$ cat config.mk
export PLATFORM = sky130hd
export DESIGN_NAME = div_operand_sequencer
export DESIGN_NICKNAME = d
export VERILOG_FILES = /design/src/rtl/div_seq_pkg.sv /design/src/rtl/div_seq_fifo.sv /design/src/rtl/div_operand_sequencer.sv
export SDC_FILE = /design/constraint.sdc
export NUM_CORES = 1
export LEC_CHECK = 0
export BUFFER_PORTS_ARGS = -buffer_cell sky130_fd_sc_hd__clkbuf_2
export CAP_MARGIN = 20
export CORE_UTILIZATION = 57
export DETAILED_ROUTE_END_ITERATION = 8
export PLACE_DENSITY = 0.79
export SYNTH_ARGS = -nofsm -noshare
export SYNTH_HDL_FRONTEND = slang
export SYNTH_SLANG_ARGS = --single-unit
$ cat constraint.sdc
create_clock -name clk -period 6 [get_ports clk]
set_input_delay 1.2 -clock clk [delete_from_list [all_inputs] [get_ports clk]]
set_output_delay 1.2 -clock clk [all_outputs]
set_load 0.02 [all_outputs]
$ cat src/rtl/div_seq_pkg.sv
`default_nettype none
// ============================================================================
// div_seq_pkg : shared state encoding and sizing helpers for the divider feeder
// Rev 1.0
// ============================================================================
package div_seq_pkg;

  localparam int OPERAND_W = 64;
  localparam int QUOT_W    = 32;

  localparam logic [1:0] S_IDLE  = 2'd0;
  localparam logic [1:0] S_ISSUE = 2'd1;
  localparam logic [1:0] S_WAIT  = 2'd2;
  localparam logic [1:0] S_HALT  = 2'd3;

  localparam logic [QUOT_W-1:0] DBZ_QUOTIENT = 32'hFFFF_FFFF;

  function automatic int timeout_cnt_w(input int timeout_cyc);
    return $clog2(timeout_cyc + 1);
  endfunction

  function automatic int fifo_entry_w(input int tag_w);
    return 2 * OPERAND_W + tag_w;
  endfunction

endpackage
`default_nettype wire

$ cat src/rtl/div_seq_fifo.sv
`default_nettype none
// ============================================================================
// div_seq_fifo : synchronous operand FIFO, power-of-two depth, async low reset
// Rev 1.0
// ============================================================================
module div_seq_fifo #(
  parameter int DEPTH = 4,
  parameter int WIDTH = 132
) (
  input  logic             clk_i,
  input  logic             rst_ni,
  input  logic             push_i,
  input  logic             pop_i,
  input  logic [WIDTH-1:0] wdata_i,
  output logic [WIDTH-1:0] head_o,
  output logic             full_o,
  output logic             empty_o
);

  localparam int AW = $clog2(DEPTH);

  // Pointers carry one extra wrap bit so full and empty are distinguishable.
  logic [AW:0]      wr_ptr_q, rd_ptr_q;
  logic [WIDTH-1:0] mem_q [DEPTH];
  logic             do_push, do_pop;

  assign do_push = push_i && !full_o;
  assign do_pop  = pop_i && !empty_o;

  assign empty_o = (wr_ptr_q == rd_ptr_q);
  assign full_o  = (wr_ptr_q[AW] != rd_ptr_q[AW]) &&
                   (wr_ptr_q[AW-1:0] == rd_ptr_q[AW-1:0]);
  assign head_o  = mem_q[rd_ptr_q[AW-1:0]];

  always_ff @(posedge clk_i or negedge rst_ni) begin
    if (!rst_ni) begin
      wr_ptr_q <= '0;
      rd_ptr_q <= '0;
    end else begin
      if (do_push) wr_ptr_q <= wr_ptr_q + 1'b1;
      if (do_pop)  rd_ptr_q <= rd_ptr_q + 1'b1;
    end
  end

  always_ff @(posedge clk_i) begin
    if (do_push) mem_q[wr_ptr_q[AW-1:0]] <= wdata_i;
  end

endmodule
`default_nettype wire

$ cat src/rtl/div_operand_sequencer.sv
`default_nettype none
// ============================================================================
// div_operand_sequencer : buffers operand pairs, drives the divider one at a
// time and returns tagged quotients; screens divide-by-zero, traps a hung core.
// Rev 1.0
// ============================================================================
module div_operand_sequencer
  import div_seq_pkg::*;
#(
  parameter int FIFO_DEPTH  = 4,
  parameter int TAG_W       = 4,
  parameter int TIMEOUT_CYC = 100
) (
  input  logic                 clk,
  input  logic                 reset,
  input  logic                 in_valid,
  output logic                 in_ready,
  input  logic [OPERAND_W-1:0] in_dividend,
  input  logic [OPERAND_W-1:0] in_divisor,
  input  logic [TAG_W-1:0]     in_tag,
  output logic                 div_en,
  output logic [OPERAND_W-1:0] g_dividend_Q,
  output logic [OPERAND_W-1:0] g_divider_Q,
  input  logic [QUOT_W-1:0]    div_quotient,
  input  logic                 div_done,
  output logic                 out_valid,
  input  logic                 out_ready,
  output logic [QUOT_W-1:0]    out_quotient,
  output logic [TAG_W-1:0]     out_tag,
  output logic                 out_dbz,
  output logic                 timeout_err
);

  localparam int ENTRY_W = fifo_entry_w(TAG_W);
  localparam int CNT_W   = timeout_cnt_w(TIMEOUT_CYC);
  localparam logic [CNT_W-1:0] TIMEOUT_CNT = CNT_W'(TIMEOUT_CYC);

  logic [1:0]           state_q, state_d;
  logic [OPERAND_W-1:0] dividend_q, dividend_d;
  logic [OPERAND_W-1:0] divisor_q, divisor_d;
  logic [CNT_W-1:0]     cnt_q, cnt_d;
  logic [QUOT_W-1:0]    quot_q, quot_d;
  logic [TAG_W-1:0]     tag_q, tag_d;
  logic                 dbz_q, dbz_d;
  logic                 valid_q, valid_d;
  logic                 terr_q, terr_d;

  logic                 fifo_push, fifo_pop, fifo_full, fifo_empty;
  logic [ENTRY_W-1:0]   fifo_head;
  logic [OPERAND_W-1:0] head_dividend, head_divisor;
  logic [TAG_W-1:0]     head_tag;

  // in_ready is gated by reset so it reads 0 while the block is held in reset.
  assign in_ready  = reset && !fifo_full && !terr_q;
  assign fifo_push = in_valid && in_ready;

  div_seq_fifo #(
    .DEPTH (FIFO_DEPTH),
    .WIDTH (ENTRY_W)
  ) u_fifo (
    .clk_i   (clk),
    .rst_ni  (reset),
    .push_i  (fifo_push),
    .pop_i   (fifo_pop),
    .wdata_i ({in_tag, in_divisor, in_dividend}),
    .head_o  (fifo_head),
    .full_o  (fifo_full),
    .empty_o (fifo_empty)
  );

  assign head_dividend = fifo_head[OPERAND_W-1:0];
  assign head_divisor  = fifo_head[2*OPERAND_W-1:OPERAND_W];
  assign head_tag      = fifo_head[ENTRY_W-1 -: TAG_W];

  always_comb begin
    state_d    = state_q;
    dividend_d = dividend_q;
    divisor_d  = divisor_q;
    cnt_d      = cnt_q;
    quot_d     = quot_q;
    tag_d      = tag_q;
    dbz_d      = dbz_q;
    valid_d    = valid_q;
    terr_d     = terr_q;
    fifo_pop   = 1'b0;

    if (valid_q && out_ready) valid_d = 1'b0;

    case (state_q)
      S_IDLE: begin
        // The quotient lives for one cycle only, so never start unless the
        // result register is already free to take it.
        if (!fifo_empty && !valid_q) begin
          if (head_divisor == '0) begin
            quot_d   = DBZ_QUOTIENT;
            dbz_d    = 1'b1;
            tag_d    = head_tag;
            valid_d  = 1'b1;
            fifo_pop = 1'b1;
          end else begin
            dividend_d = head_dividend;
            divisor_d  = head_divisor;
            state_d    = S_ISSUE;
          end
        end
      end
      S_ISSUE: begin
        cnt_d   = '0;
        state_d = S_WAIT;
      end
      S_WAIT: begin
        if (div_done) begin
          quot_d   = div_quotient;
          tag_d    = head_tag;
          dbz_d    = 1'b0;
          valid_d  = 1'b1;
          fifo_pop = 1'b1;
          state_d  = S_IDLE;
        end else begin
          cnt_d = cnt_q + CNT_W'(1);
          if (cnt_d == TIMEOUT_CNT) begin
            terr_d  = 1'b1;
            state_d = S_HALT;
          end
        end
      end
      S_HALT: begin
        state_d = S_HALT;
      end
      default: begin
        state_d = S_IDLE;
      end
    endcase
  end

  always_ff @(posedge clk or negedge reset) begin
    if (!reset) begin
      state_q    <= S_IDLE;
      dividend_q <= '0;
      divisor_q  <= '0;
      cnt_q      <= '0;
      quot_q     <= '0;
      tag_q      <= '0;
      dbz_q      <= 1'b0;
      valid_q    <= 1'b0;
      terr_q     <= 1'b0;
    end else begin
      state_q    <= state_d;
      dividend_q <= dividend_d;
      divisor_q  <= divisor_d;
      cnt_q      <= cnt_d;
      quot_q     <= quot_d;
      tag_q      <= tag_d;
      dbz_q      <= dbz_d;
      valid_q    <= valid_d;
      terr_q     <= terr_d;
    end
  end

  assign div_en       = (state_q == S_ISSUE);
  assign g_dividend_Q = dividend_q;
  assign g_divider_Q  = divisor_q;
  assign out_valid    = valid_q;
  assign out_quotient = quot_q;
  assign out_tag      = tag_q;
  assign out_dbz      = dbz_q;
  assign timeout_err  = terr_q;

endmodule
`default_nettype wire
## Word level (Yosys, flattened, before mapping)

Memory sizes are Yosys's and may differ from the RTL's.
Index checks and enable logic that the tools add are counted.

| storage, ports and cells | value |
|---|---|
| register bits | 182 |
| latch bits | 0 |
| RAM bits | 528 |
| bits in read-only memories | 0 |
| output and inout bits | 169 |
| memories | 1 |

Memory list:

| memory | depth | width | rd ports | clocked after memory_dff | wr ports | RTL line | RTL |
|---|---|---|---|---|---|---|---|
| u_fifo.mem_q | 4 | 132 | 1 | 0 | 1 | div_seq_fifo.sv:24 | `logic [WIDTH-1:0] mem_q [DEPTH];` |

| operators by class | value |
|---|---|
| add/subtract/negate cells | 3 |
| multipliers | 0 |
| div/mod/pow operators | 0 |
| $lt $le $gt $ge | 0 |
| equality and inequality tests | 13 |
| shift-type cells | 0 |
| multiplexer cells | 30 |
| bitwise operators | 2 |
| reduce and logical (&&, ||, !) cells | 21 |

Operators by type and width:

| operator | count |
|---|---|
| $mux W32 | 3 |
| $logic_not A64 Y1 | 1 |
| $pmux W32 S2 | 1 |
| $pmux W7 S2 | 1 |
| $mux W1 | 12 |
| $mux W4 | 3 |
| $ne A2 B2 Y1 const B | 5 |
| $reduce_and A3 Y1 | 3 |
| $logic_and A1 B1 Y1 | 8 |
| $mux W2 | 4 |
| $pmux W2 S4 | 1 |
| $pmux W4 S2 | 1 |
| $add A7 B1 Y7 const B | 1 |
| $eq A7 B7 Y1 const B | 1 |
| $mux W7 | 1 |
| $add A3 B1 Y3 const B | 2 |
| $pmux W1 S2 | 3 |
| $eq A2 B2 Y1 const B | 2 |
| $logic_not A1 Y1 | 4 |
| $reduce_and A4 Y1 | 1 |
| $reduce_bool A2 Y1 | 2 |
| $eq A3 B3 Y1 | 1 |
| $ne A3 B3 Y1 const B | 1 |
| $eq A2 B1 Y1 const B | 1 |
| other kinds (5) | 6 |

## Depth between registers and ports, before layout

| logic depth | value |
|---|---|
| word-level depth | 9 |
| depth in mapped cells | 10 |
| gate-level depth less buffers | 6 |

## Cells and area by module

Synthesis repeated with hierarchy kept, for this count alone.

| unflattened totals | value |
|---|---|
| cells, all modules | 1202 |
| area, all modules | 26510.4 um2 |

Modules (own cells, without submodules):

| module | times used | cells each | area each (um2) | seq. area each (um2) |
|---|---|---|---|---|
| div_seq_fifo | 1 | 738 | 19521.2 | 16005.4 |
| div_operand_sequencer | 1 | 464 | 6989.2 | 4404.2 |

## Worst setup path before layout

No wires, ideal clock.

| timing path | value |
|---|---|
| kind | input to register |
| start | in reset |
| end | mem u_fifo.mem_q[3][0] (enable) |
| library setup time | 0.509 ns |
| arrival time | 5.153 ns |
| required time | 5.491 ns |
| path slack | 0.338 ns |
| cell stages on the path | 2 |
| buffers on the path | 0 |
| cell sequence | nor3b_1 -> and3_1 |

| between the ends | value |
|---|---|
| longest elaborated chain between the ends | 6 |

RTL lines:

| what | RTL line | RTL |
|---|---|---|
| start, declared | div_operand_sequencer.sv:15 | `input logic reset,` |
| $logic_and A1 B1 Y1 (2 in a row) | div_operand_sequencer.sv:54 | `assign in_ready = reset && !fifo_full && !terr_q;` |
| $logic_and A1 B1 Y1 | div_operand_sequencer.sv:55 | `assign fifo_push = in_valid && in_ready;` |
| $logic_and A1 B1 Y1 | div_seq_fifo.sv:27 | `assign do_push = push_i && !full_o;` |
| $mux W1 | div_seq_fifo.sv:46 | `if (do_push) mem_q[wr_ptr_q[AW-1:0]] <= wdata_i;` |
| $mux W1 (not written as such) | div_seq_fifo.sv:46 |  |
| end, declared | div_seq_fifo.sv:24 |  |

No other way between the ends.

## Worst setup path in the final report

| timing path | value |
|---|---|
| start | reg u_fifo.rd_ptr_q[0] |
| end | reg dividend_q[3] (netlist: g_dividend_Q[3]) |

| between the ends | value |
|---|---|
| longest elaborated chain between the ends | 4 |
| elaborated cells between the ends (all ways) | 7 |
| those cells by class | eq/ne: 1; bitwise: 1; reduce/logical: 4; memory: 1 |

RTL lines:

| what | RTL line | RTL |
|---|---|---|
| start, declared | div_seq_fifo.sv:23 | `logic [AW:0] wr_ptr_q, rd_ptr_q;` |
| start signal, assigned | div_seq_fifo.sv:41 | `if (do_pop) rd_ptr_q <= rd_ptr_q + 1'b1;` |
| $mem_v2 Z4 W132 / $eq A3 B3 Y1 (equally long branches) | -- |  |
| $logic_not A64 Y1 / $logic_not A1 Y1 (equally long branches) | div_operand_sequencer.sv:94, div_operand_sequencer.sv:93 |  |
| $not A1 Y1 (no line) / $logic_and A1 B1 Y1 (equally long branches) | -- |  |
| $reduce_and A3 Y1 (no line) | -- |  |
| end signal, assigned | div_operand_sequencer.sv:149 | `dividend_q <= dividend_d;` |
| end, declared | div_operand_sequencer.sv:39 | `logic [OPERAND_W-1:0] dividend_q, dividend_d;` |

Parallel ways exist; a longest one is shown, timed or not.
A chain may end at the register's enable or synchronous reset.

==> metrics.yaml <==
run_status:
  status: "complete, no violations"
detailed_routing:
  drtIter0Drc: 1072
  routed_wl_um: 55400
  drc: 0
  drt-pass1-iter-count: 5
  viasPerCell: 5.78
  wl_per_cell_um: 24.4
  detail-route-antenna-nets: 0
  vias: 13100
power_and_ir_drop:
  leakagePower_nw: 11.8
  p_total_mw: 16.9
  p_int_mw: 11.7
  power_frac_seq_pct: 41.6
  clockPowerShare_pct: 25.8
  netSwitchingPower_mw: 5.25
  combPwrFrac_pct: 32.6
  power.density_nw_per_um2: 537
  swShare_pct: 31.1
  max-vdd-ir-drop_mv: 0.456
worst_setup_path:
  cp_data_required_time_ns: 6.48
  r2r_start: "u_fifo.rd_ptr_q[0]$_DFFE_PN0P_"
  ff2ff_path_depth: 8
  cp.depth: 8
  critPathTopFamily: "simple AND/OR/NAND/NOR gates"
  cp-start-kind: "register"
  worstPathArrival_ns: 4.75
  cpMostUsedCell: "buf_12"
  cp_max_fo: 96
  path_buf_inv: 2
  crit_path_cell_trace: "buf_12, mux4_2, nor4_1, nand4_1, nor4_4, nor2b_4, buf_12, mux2_4"
  cpPeakStageDelay_ns: 0.78
  endpoint_kind: "register"
  startpoint: "u_fifo.rd_ptr_q[0]$_DFFE_PN0P_"
  critPathKind: "reg2reg"
  slowest_stage: "dfrtp_4"
final_layout:
  fin_nets: 1782
  n_fill_cell: 2800
  drive_gt1_share_pct: 44.3
  syn2layout_area_growth_pct: 18.1
sta:
  clock_skew_ns: 0.0277
  rsz0062_at_grt: "no"
  slew_viol_final: 0
  hold_viol_final: 0
  period_share_pct: 71.2
  tightest_slew_ns: 1.02
  setup_ws_ns: 1.73
  setup_viol_count_final: 0
  finalSetupTns_ns: 0
  fin_crit_ns: 4.27
  slew_headroom_pct: 32.2
  fmax_mhz: 234
global_routing:
  grt_start_max_net_pins: 97
  met1_usage_pct: 31.0
  met2_usage_pct: 37.8
  grt_use_total_pct: 23.9
  grt_pass1_wl_um: 83700
  grt_pass1_vias: 13800
  antenna_found_initial: 14
  grt_use_met3_pct: 7.70
  grt_busiest_layer: "met2"
  grt_overflow: 0
synth:
  synth_top_area_share_pct: 59.5
  synth-edff-count: 528
  yosysTopAreaCell: "edfxtp_1"
  ys_types: 37
  synth-seq-cells: 710
  synth_area_leaders: "edfxtp_1 59%, dfrtp_1 17%, mux4_2 11%"
  ys_seq_area_share_pct: 76.6
  async_flop_share_pct: 25.6
  yosys_warnings: 0
  syn_inst: 1226
  synth.avg_cell_area_sq_um: 21.7
  syn_nets: 1401
  synth_area_sq_um: 26700
  synth_ff_type: "edfxtp_1"
die:
  die_w_um: 218
  ioPinCount: 338
  num_rows: 78
  core_area_sq_um: 45800
  dieArea_sq_um: 47600
  initial_core_util_pct: 58.2
  die_h_um: 218
cts:
  clock_sinks: 710
  cts_resized: 0
  root_buffer: "clkbuf_16"
  cts_setup_buffers: 0
  insertion_delay_ns: 0.61
  cts_buffers: 71
  tritoncts: "built"
  cts-htree-levels: 3
  cts_hold_buf: 0
  path_clk_slew_ns: 0.06
  max-clock-path-buffers: 3
worst_hold_path:
  worstHoldPathCells: 2
  min_from: "out_dbz$_DFFE_PN0P_"
  hold_class: "reg2reg"
placed_design:
  portBuffers: 337
  dpl_worst_slack_ns: 1.48
  dp_hpwl_um: 33900
  gp_congestion: 0.775
run:
  maxCapViolCount: 0
path summary, 6_finish.rpt:
path	to	slack [ns]
min in group asynchronous	g_divider_Q[12]$_DFFE_PN0P_	0.57
max in group asynchronous	g_dividend_Q[62]$_DFFE_PN0P_	4.19
hold reg to reg	out_dbz$_DFFE_PN0P_	0.48
setup reg to reg	g_dividend_Q[3]$_DFFE_PN0P_	1.73
setup / recovery	g_dividend_Q[3]$_DFFE_PN0P_	1.73
hold / removal	out_dbz$_DFFE_PN0P_	0.48
layer usage:
metal	share of wire, %	vias to the layer above	wire length (um)
met5	0.21	-	117
met4	3.4	20	1880
met3	7.8	130	4310
met2	49	437	27400
met1	39	6827	21700
li1	-	5679	-
synth_stat cells (5+ instances only):
master	n
dfrtp_1	182
nor2_1	71
inv_1	5
mux2_4	109
nand3_1	5
edfxtp_1	528
buf_2	6
nor4_1	16
o21ai_0	10
nand2_1	9
mux2_2	24
buf_6	14
xnor2_1	5
mux4_2	132
a21oi_1	34
clkbuf_1	32
ha_1	6
per-stage QoR:
step,util (%),hold WS (ns),area [sq um],instances
after detailed placement,63.6,0.467,29100,2132
after global placement,63.6,0.462,29100,2131
after floorplan,-,0.462,26700,1226
final,68.8,0.477,31500,2267
after global routing,68.8,0.518,31500,2265
after CTS,68.6,0.481,31400,2261
placed cells by master, fill, tap and decap left out, drive strengths merged, types with 5 or more instances in the layout:
cell type,instances
bufinv,5
clkbuf,444
xnor2,5
mux4,132
ha,6
nor2,71
nand3,5
clkinv,12
edfxtp,528
inv,7
nor4,17
o21ai,10
mux2,133
a21oi,34
dfrtp,182
nand2,9
buf,26
cells by family after synthesis:
group	after synthesis	synth area share (%)
compound gates	50	1.00
fa+ha+maj	6	0.282
mux	265	18.3
simple gates	126	2.27
buf+inv	60	1.30
flops	710	76.6
xor+xnor	9	0.296
power by group through the flow:
stage / clock, mW / sequential [mW] / combinational [mW]
global route: 4.64 / 7.14 / 5.85
floorplan: 0 / 7.58 / 3.50
detailed placement: 0 / 7.12 / 5.55
finish: 4.36 / 7.04 / 5.51
CTS: 4.45 / 7.05 / 5.60
global placement: 0 / 7.08 / 5.43
sequential cells by signal (all words and copies together), names as in the netlist:
signal	flops
u_fifo.mem_q	528
g_dividend_Q	64
g_divider_Q	64
out_quotient	32
cnt_q	7
out_tag	4
u_fifo.rd_ptr_q	3
u_fifo.wr_ptr_q	3
state_q	2
out_dbz	1
out_valid	1
timeout_err	1
layout make-up:
class	instances	area, sq um	share of cell area (%)
clock buffer	107	2060	6.53
tap	600	751	2.38
clock inverter	22	259	0.823
sequential	710	20400	64.9
inverter	5	18.8	0.0596
timing repair buffer	363	2030	6.46
antenna	4	10.0	0.0318
multi-input combinational	456	5940	18.9
worst register-to-register path: cells and delay by family (launching register included):
family	cells	cell delay, ns
and+or+nand+nor	4	1.62
muxes	2	1.10
DFF	1	0.78
buffers and inverters	2	0.65
(Power assumes the default switching activity.)
